File: config.mk
export PLATFORM = sky130hd
export DESIGN_NAME = ntt_stage_controller
export DESIGN_NICKNAME = d
export VERILOG_FILES = /design/src/rtl/ntt_stage_controller.sv
export SDC_FILE = /design/constraint.sdc
export NUM_CORES = 1
export LEC_CHECK = 0
export ABC_AREA = 1
export BUFFER_PORTS_ARGS = -buffer_cell sky130_fd_sc_hd__buf_2
export CAP_MARGIN = 10
export CELL_PAD_IN_SITES_DETAIL_PLACEMENT = 1
export CELL_PAD_IN_SITES_GLOBAL_PLACEMENT = 1
export CORE_ASPECT_RATIO = 1.2
export CORE_MARGIN = 3
export CORE_UTILIZATION = 37
export DETAILED_ROUTE_END_ITERATION = 10
export GPL_TIMING_DRIVEN = 0
export PLACE_DENSITY = 0.85
export REMOVE_ABC_BUFFERS = 1
export SYNTH_ARGS = -nofsm -noshare
export SYNTH_HDL_FRONTEND = slang
export SYNTH_SLANG_ARGS = --single-unit
File: constraint.sdc
create_clock -name clk -period 1.59 [get_ports clk]
set_clock_uncertainty 0.1 [all_clocks]
set_input_delay 0.3975 -clock clk [delete_from_list [all_inputs] [get_ports clk]]
set_output_delay 0.3975 -clock clk [all_outputs]
set_load 0.01 [all_outputs]
File: src/rtl/ntt_stage_controller.sv
// Stage sequencer for the 512-point NTT/INTT: walks four stages of 64 issue cycles, emitting twiddle group k and stage p.
// All outputs registered; a stall sampled at an edge turns the following RUN cycle into a bubble or freezes the GAP count.
module ntt_stage_controller #(
  parameter int STAGE_GAP = 4
) (
  input  logic       clk,
  input  logic       rst,
  input  logic       start,
  input  logic [3:0] conf,
  input  logic       stall,
  output logic [4:0] k,
  output logic [1:0] p,
  output logic       valid,
  output logic       last,
  output logic       busy,
  output logic       done,
  output logic [3:0] conf_out
);

  typedef enum logic [1:0] {S_IDLE, S_RUN, S_GAP, S_DONE} state_t;

  localparam logic [3:0] GAP_LAST = 4'(STAGE_GAP - 1);

  state_t     r_state;
  logic [5:0] r_cyc;
  logic [3:0] r_gap;
  logic [4:0] r_k;
  logic [1:0] r_p;
  logic       r_valid;
  logic       r_last;
  logic       r_busy;
  logic       r_done;
  logic [3:0] r_conf;

  logic [5:0] w_cyc_nxt;
  logic [1:0] w_p_nxt;
  logic       w_final;

  // Group size shrinks toward the low stages: k holds for 32, 8, 2, 2 issues.
  function automatic logic [4:0] f_k(input logic [1:0] stage, input logic [5:0] c);
    case (stage)
      2'd3:    f_k = 5'(c >> 5);
      2'd2:    f_k = 5'(c >> 3);
      default: f_k = 5'(c >> 1);
    endcase
  endfunction

  assign w_cyc_nxt = r_cyc + 6'd1;
  assign w_p_nxt   = r_conf[0] ? (r_p + 2'd1) : (r_p - 2'd1);
  assign w_final   = r_conf[0] ? (r_p == 2'd3) : (r_p == 2'd0);

  always_ff @(posedge clk or negedge rst) begin
    if (!rst) begin
      r_state <= S_IDLE;
      r_cyc   <= '0;
      r_gap   <= '0;
      r_k     <= '0;
      r_p     <= 2'd3;
      r_valid <= 1'b0;
      r_last  <= 1'b0;
      r_busy  <= 1'b0;
      r_done  <= 1'b0;
      r_conf  <= '0;
    end else begin
      case (r_state)
        S_IDLE: begin
          r_done <= 1'b0;
          r_last <= 1'b0;
          if (start) begin
            r_state <= S_RUN;
            r_conf  <= conf;
            r_cyc   <= '0;
            r_k     <= '0;
            r_p     <= conf[0] ? 2'd0 : 2'd3;
            r_valid <= 1'b1;
            r_busy  <= 1'b1;
          end else begin
            r_valid <= 1'b0;
            r_busy  <= 1'b0;
          end
        end
        S_RUN: begin
          if (stall) begin
            r_valid <= 1'b0;
            r_last  <= 1'b0;
          end else if (r_cyc == 6'd63) begin
            r_last <= 1'b0;
            if (w_final) begin
              r_state <= S_DONE;
              r_valid <= 1'b0;
              r_done  <= 1'b1;
            end else if (STAGE_GAP == 0) begin
              r_p     <= w_p_nxt;
              r_cyc   <= '0;
              r_k     <= '0;
              r_valid <= 1'b1;
            end else begin
              r_state <= S_GAP;
              r_gap   <= '0;
              r_valid <= 1'b0;
            end
          end else begin
            r_cyc   <= w_cyc_nxt;
            r_k     <= f_k(r_p, w_cyc_nxt);
            r_valid <= 1'b1;
            r_last  <= w_final && (w_cyc_nxt == 6'd63);
          end
        end
        S_GAP: begin
          if (!stall) begin
            if (r_gap == GAP_LAST) begin
              r_state <= S_RUN;
              r_gap   <= '0;
              r_cyc   <= '0;
              r_k     <= '0;
              r_p     <= w_p_nxt;
              r_valid <= 1'b1;
            end else begin
              r_gap <= r_gap + 4'd1;
            end
          end
        end
        S_DONE: begin
          r_state <= S_IDLE;
          r_done  <= 1'b0;
          r_busy  <= 1'b0;
        end
        default: r_state <= S_IDLE;
      endcase
    end
  end

  assign k        = r_k;
  assign p        = r_p;
  assign valid    = r_valid;
  assign last     = r_last;
  assign busy     = r_busy;
  assign done     = r_done;
  assign conf_out = r_conf;

endmodule
; Word level (Yosys, flattened, before mapping)
; Cells that the tools add are included.
[word_totals]
regBits = 27
input_bits = 8
word_cells = 94
[op_classes]
add_sub_neg = 4
eq_ne = 16
muxes = 47
reduce_logical = 17
[op_table]
columns = cell, n
row1 = 6-bit two-way mux, 5
row2 = 5-bit two-way mux, 5
row3 = 2-bit two-way mux, 10
row4 = 4-bit two-way mux, 5
row5 = 6-bit one-hot mux with 3 select lines, 1
row6 = "2-bit inequality test, second input constant", 8
row7 = 5-bit one-hot mux with 3 select lines, 1
row8 = "6-bit == test, second input constant", 2
row9 = 1-bit two-way mux, 12
row10 = 5-bit one-hot mux with 2 select lines, 1
row11 = 5-bit AND reduction, 2
row12 = 2-bit nonzero test, 5
row13 = "2-bit == test, second input constant", 4
row14 = 2-bit one-hot mux with 4 select lines, 1
row15 = 4-bit one-hot mux with 2 select lines, 1
row16 = 4-bit AND reduction, 2
row17 = "6-bit by 1-bit adder with 6-bit output, second input constant", 1
row18 = 1-bit one-hot mux with 2 select lines, 3
row19 = 6-bit AND reduction, 1
row20 = "4-bit by 1-bit adder with 4-bit output, second input constant", 1
row21 = "4-bit by 2-bit == test with 1-bit output, second input constant", 1
row22 = 2-bit zero test, 2
row23 = 2-bit one-hot mux with 2 select lines, 1
row24 = 1-bit one-hot mux with 3 select lines, 1
row25 = 8 further kinds, 8

; Logic depth before layout (Yosys ltp)
[logic_depth]
word_depth = 6
depth_mapped = 11
mapped_depth_nobuf = 11

; Worst setup path before layout
; Ideal clock, no wire load.
[synth_path]
path_type = register to register
start = register r_state[0]
end = register r_k[2] (netlist: k[2])
setup_ns = 0.124
arrival_time_ns = 1.498
slack_ns = -0.132
stages_incl_launch_ff = 12
n_path_buf = 1
period_less_slack_ns = 1.722
cell_sequence = dfrtp_1 inv_1 ha_1 nand2_2 inv_2 nor2_4 nand3_4 nor2_8 inv_2 buf_6 nand2_1 nand3_1
[synth_via]
elab_chain_len = 3
[synth_rtl]
columns = item, line
row1 = "start, declared", 24  ; state_t r_state;
row2 = "start signal, assigned", 54  ; r_state <= S_IDLE;
row3 = "start signal, assigned", 70  ; r_state <= S_RUN;
row4 = "start signal, assigned", 89  ; r_state <= S_DONE;
row5 = "2-bit by 1-bit == test with 1-bit output, or another cell as far along", 65  ; case (r_state)
row6 = 2-bit inequality test (no line) / 3-bit nonzero test (equally long branches), n/a
row7 = 6-bit AND reduction (no line), n/a
row8 = "end signal, assigned", 104  ; r_k <= f_k(r_p, w_cyc_nxt);
row9 = "end, declared", 27  ; logic [4:0] r_k;
; Parallel ways exist; a longest one is shown, timed or not.
; A chain may end at the register's enable or synchronous reset.

; Worst setup path after layout
[layout_path]
start = register r_state[0]
end = register r_k[3] (netlist: k[3])
; The elaborated chain is that of the path after synthesis.

==> results.cfg <==
[synthesis]
synth.avg_cell_area_um2 = 7.628
synthDistinctLibCells = 26
syn_area_mm2 = 0.001587
yosys_warnings = 0
ys_ff_latch = 27
yosysSeqAreaShare_pct = 42.74
syn_inst = 208

[critical_path]
arrival_ps = 1880
reg2reg_from = r_state[0]
r2r_slack_ps = -180
cp_top_family = simple AND/OR/NAND/NOR gates
r2r_cells = 9
crit_start = r_state[0]
crit_fanout = 8
crit_path_top_delay_cell = dfrtp_2
cp.required_ps = 1690
cp-end-kind = flip-flop
setup.worst_path.class = flip-flop to flip-flop
start_kind = flip-flop
critPathMaxStageDelay_ps = 450
rr_endpoint = k[3]
path_cells = buf_4 -> ha_4 -> nor2_2 -> nand2_2 -> nand2_4 -> nor2_8 -> inv_6 -> nand2_1 -> o21ai_1
cp.buffers_inverters = 2

[sta]
fin_ws_ps = -184.5
fin_tns_setup_ps = -2566
drv_slew = 0
setup_viol = 20
clock.fmax_mhz = 563.5
fin_crit_ps = 1774
rsz0062_at_grt = true
tightest_slew_ps = 607.8
relSlewSlack_pct = 59.48
period_share_pct = 111.6
final-hold-violation-count = 0
hold-worst-slack_ps = 20.42

[finish]
nNetsFinal = 275
area_growth_pct = 39.27
nFillCells = 505
drive_gt1_share_pct = 38.61
final_util_pct = 54.76
diodes = 0
mostFrequentLayoutCells = 54 x nand2_1, 23 x dfrtp_1, 20 x buf_2, 20 x buf_4, 19 x inv_1
instances_no_fill = 313
mostFrequentLayoutCell = nand2_1

[drt]
vias = 1665
drc_errors = 0
vias_per_cell = 5.319
wire_per_inst_um = 17.61
dr.pass1.iters = 4
wl_um = 5513
drt-initial-drc-count = 100
ant_nets = 0

[floorplan]
core_mm2 = 0.004035
row_count = 25
start_util_pct = 39.32
die_h_um = 77.73
dieArea_mm2 = 0.005113
die_width_um = 65.78
num_io_pins = 23

[pwr]
power.density_mw_per_mm2 = 2039
power_mw = 4.505
peakVddDrop_uv = 903.9
p_leak_nw = 1.129

[clock_network]
ctsHoldBuffers = 0
clockRootBuffer = clkbuf_8
cts_buffers = 3
cts_htree_levels = 1
clockBufferDepth = 2
path_clk_slew_ps = 90
cts_sinks = 27
cts_tree = yes
insertion_delay_ps = 280

[grt]
grt_first_pass_wirelength_um = 8052
grt_pass1_vias = 1739
overflow = 0
grtUsageTotal_pct = 20.16
grt_max_degree = 28
antenna_found_initial = 0

[placement]
gp_congestion = 0.8005
dpl.hpwl_um = 2879
placed_cells = 282
portBuffers = 22

[run_status]
outcome = finished, violations left
violations = negative setup slack

[min_path]
worstHoldPathType = primary input to asynchronous set/reset pin

[job]
max_cap_violations = 0
synth_stat cells:
library cell | number | share of area (%)
o21a_1 | 1 | 0.47
o21bai_1 | 1 | 0.47
a21oi_1 | 6 | 1.9
o21ai_0 | 9 | 2.8
dfrtp_1 | 25 | 39
nand3_4 | 1 | 1.1
nand3b_1 | 2 | 0.95
o21ai_1 | 12 | 3.8
buf_6 | 1 | 0.71
inv_2 | 3 | 0.71
dfstp_2 | 2 | 3.3
mux2_2 | 3 | 2.1
nand4_1 | 2 | 0.79
a31oi_1 | 1 | 0.39
nor2_4 | 1 | 0.71
inv_1 | 24 | 5.7
nand2_1 | 66 | 16
buf_2 | 1 | 0.32
o22ai_1 | 1 | 0.39
xor2_1 | 1 | 0.55
nor2_1 | 15 | 3.5
ha_1 | 7 | 5.5
nand2_2 | 3 | 1.2
nand3_1 | 18 | 5.7
xnor2_1 | 1 | 0.55
nor2_8 | 1 | 1.3
timing repair:
action,4_1_cts,5_1_grt
resized for setup,30,32
cloned,2,0
setup buffers,17,8
endpoints found under the setup margin,22,25
pin swaps,11,7
layer usage:
metal	track usage (%)	share of wire (%)	up-vias
met5	0	0	-
met4	6.639	3.6	0
met3	2.460	2.3	20
met2	37.71	55	39
met1	22.94	39	833
li1	-	-	773
cell type report:
| type | instances | area [um^2] | share of cell area, % |
|---|---|---|---|
| multi-input cells | 153 | 954.7 | 43.20 |
| inverters | 27 | 117.6 | 5.323 |
| repair inverters | 1 | 6.256 | 0.2831 |
| clock buffers | 4 | 45.04 | 2.039 |
| well taps | 54 | 67.56 | 3.058 |
| repair buffers | 47 | 337.8 | 15.29 |
| flip-flops and latches | 27 | 680.7 | 30.80 |
where the power goes:
| part | switching [mW] | total (mW) | leakage (nW) | internal (mW) |
|---|---|---|---|---|
| clock network | 0.221 | 0.401 | 0.0228 | 0.180 |
| registers | 0.176 | 1.08 | 0.349 | 0.907 |
| logic | 1.78 | 3.02 | 0.757 | 1.24 |
| total | 2.18 | 4.50 | 1.13 | 2.33 |
worst max path at each step:
stage / end / slack, ps / depth (start not counted)
floorplan: k[2] / -100 / 9
global placement: r_cyc[5] / -340 / 8
detailed placement: r_cyc[1] / -390 / 8
CTS: k[2] / -70 / 10
global route: p[0] / -280 / 10
finish: k[3] / -180 / 9
logic make-up after synthesis:
| kind of cell | count (synthesis) | synth area share, % |
|---|---|---|
| simple gates | 109 | 30.84 |
| buf+inv | 29 | 7.413 |
| mux | 3 | 2.129 |
| xor+xnor | 2 | 1.104 |
| compound gates | 31 | 10.25 |
| flops | 27 | 42.74 |
| fa+ha+maj | 7 | 5.520 |
through the flow:
step	setup WS, ps	cell area, um^2
floorplan	-96.19	1570
global placement	-335.7	1748
detailed placement	-388.7	1748
CTS	-70.15	2046
global route	-276.6	2210
finish	-184.5	2210
registers in the layout, summed over array words and instances, names as in the netlist:
register,cells
busy,1
conf_out,4
done,1
k,5
last,1
p,2
r_cyc,6
r_gap,4
r_state,2
valid,1
worst register-to-register path, cell delays in order (launching register included):
cell and delay [ps]:
dfrtp_2 450, buf_4 160, ha_4 190, nor2_2 210
nand2_2 120, nand2_4 150, nor2_8 80, inv_6 80
nand2_1 60, o21ai_1 90
No activity file was read; power rests on OpenSTA's default activity.
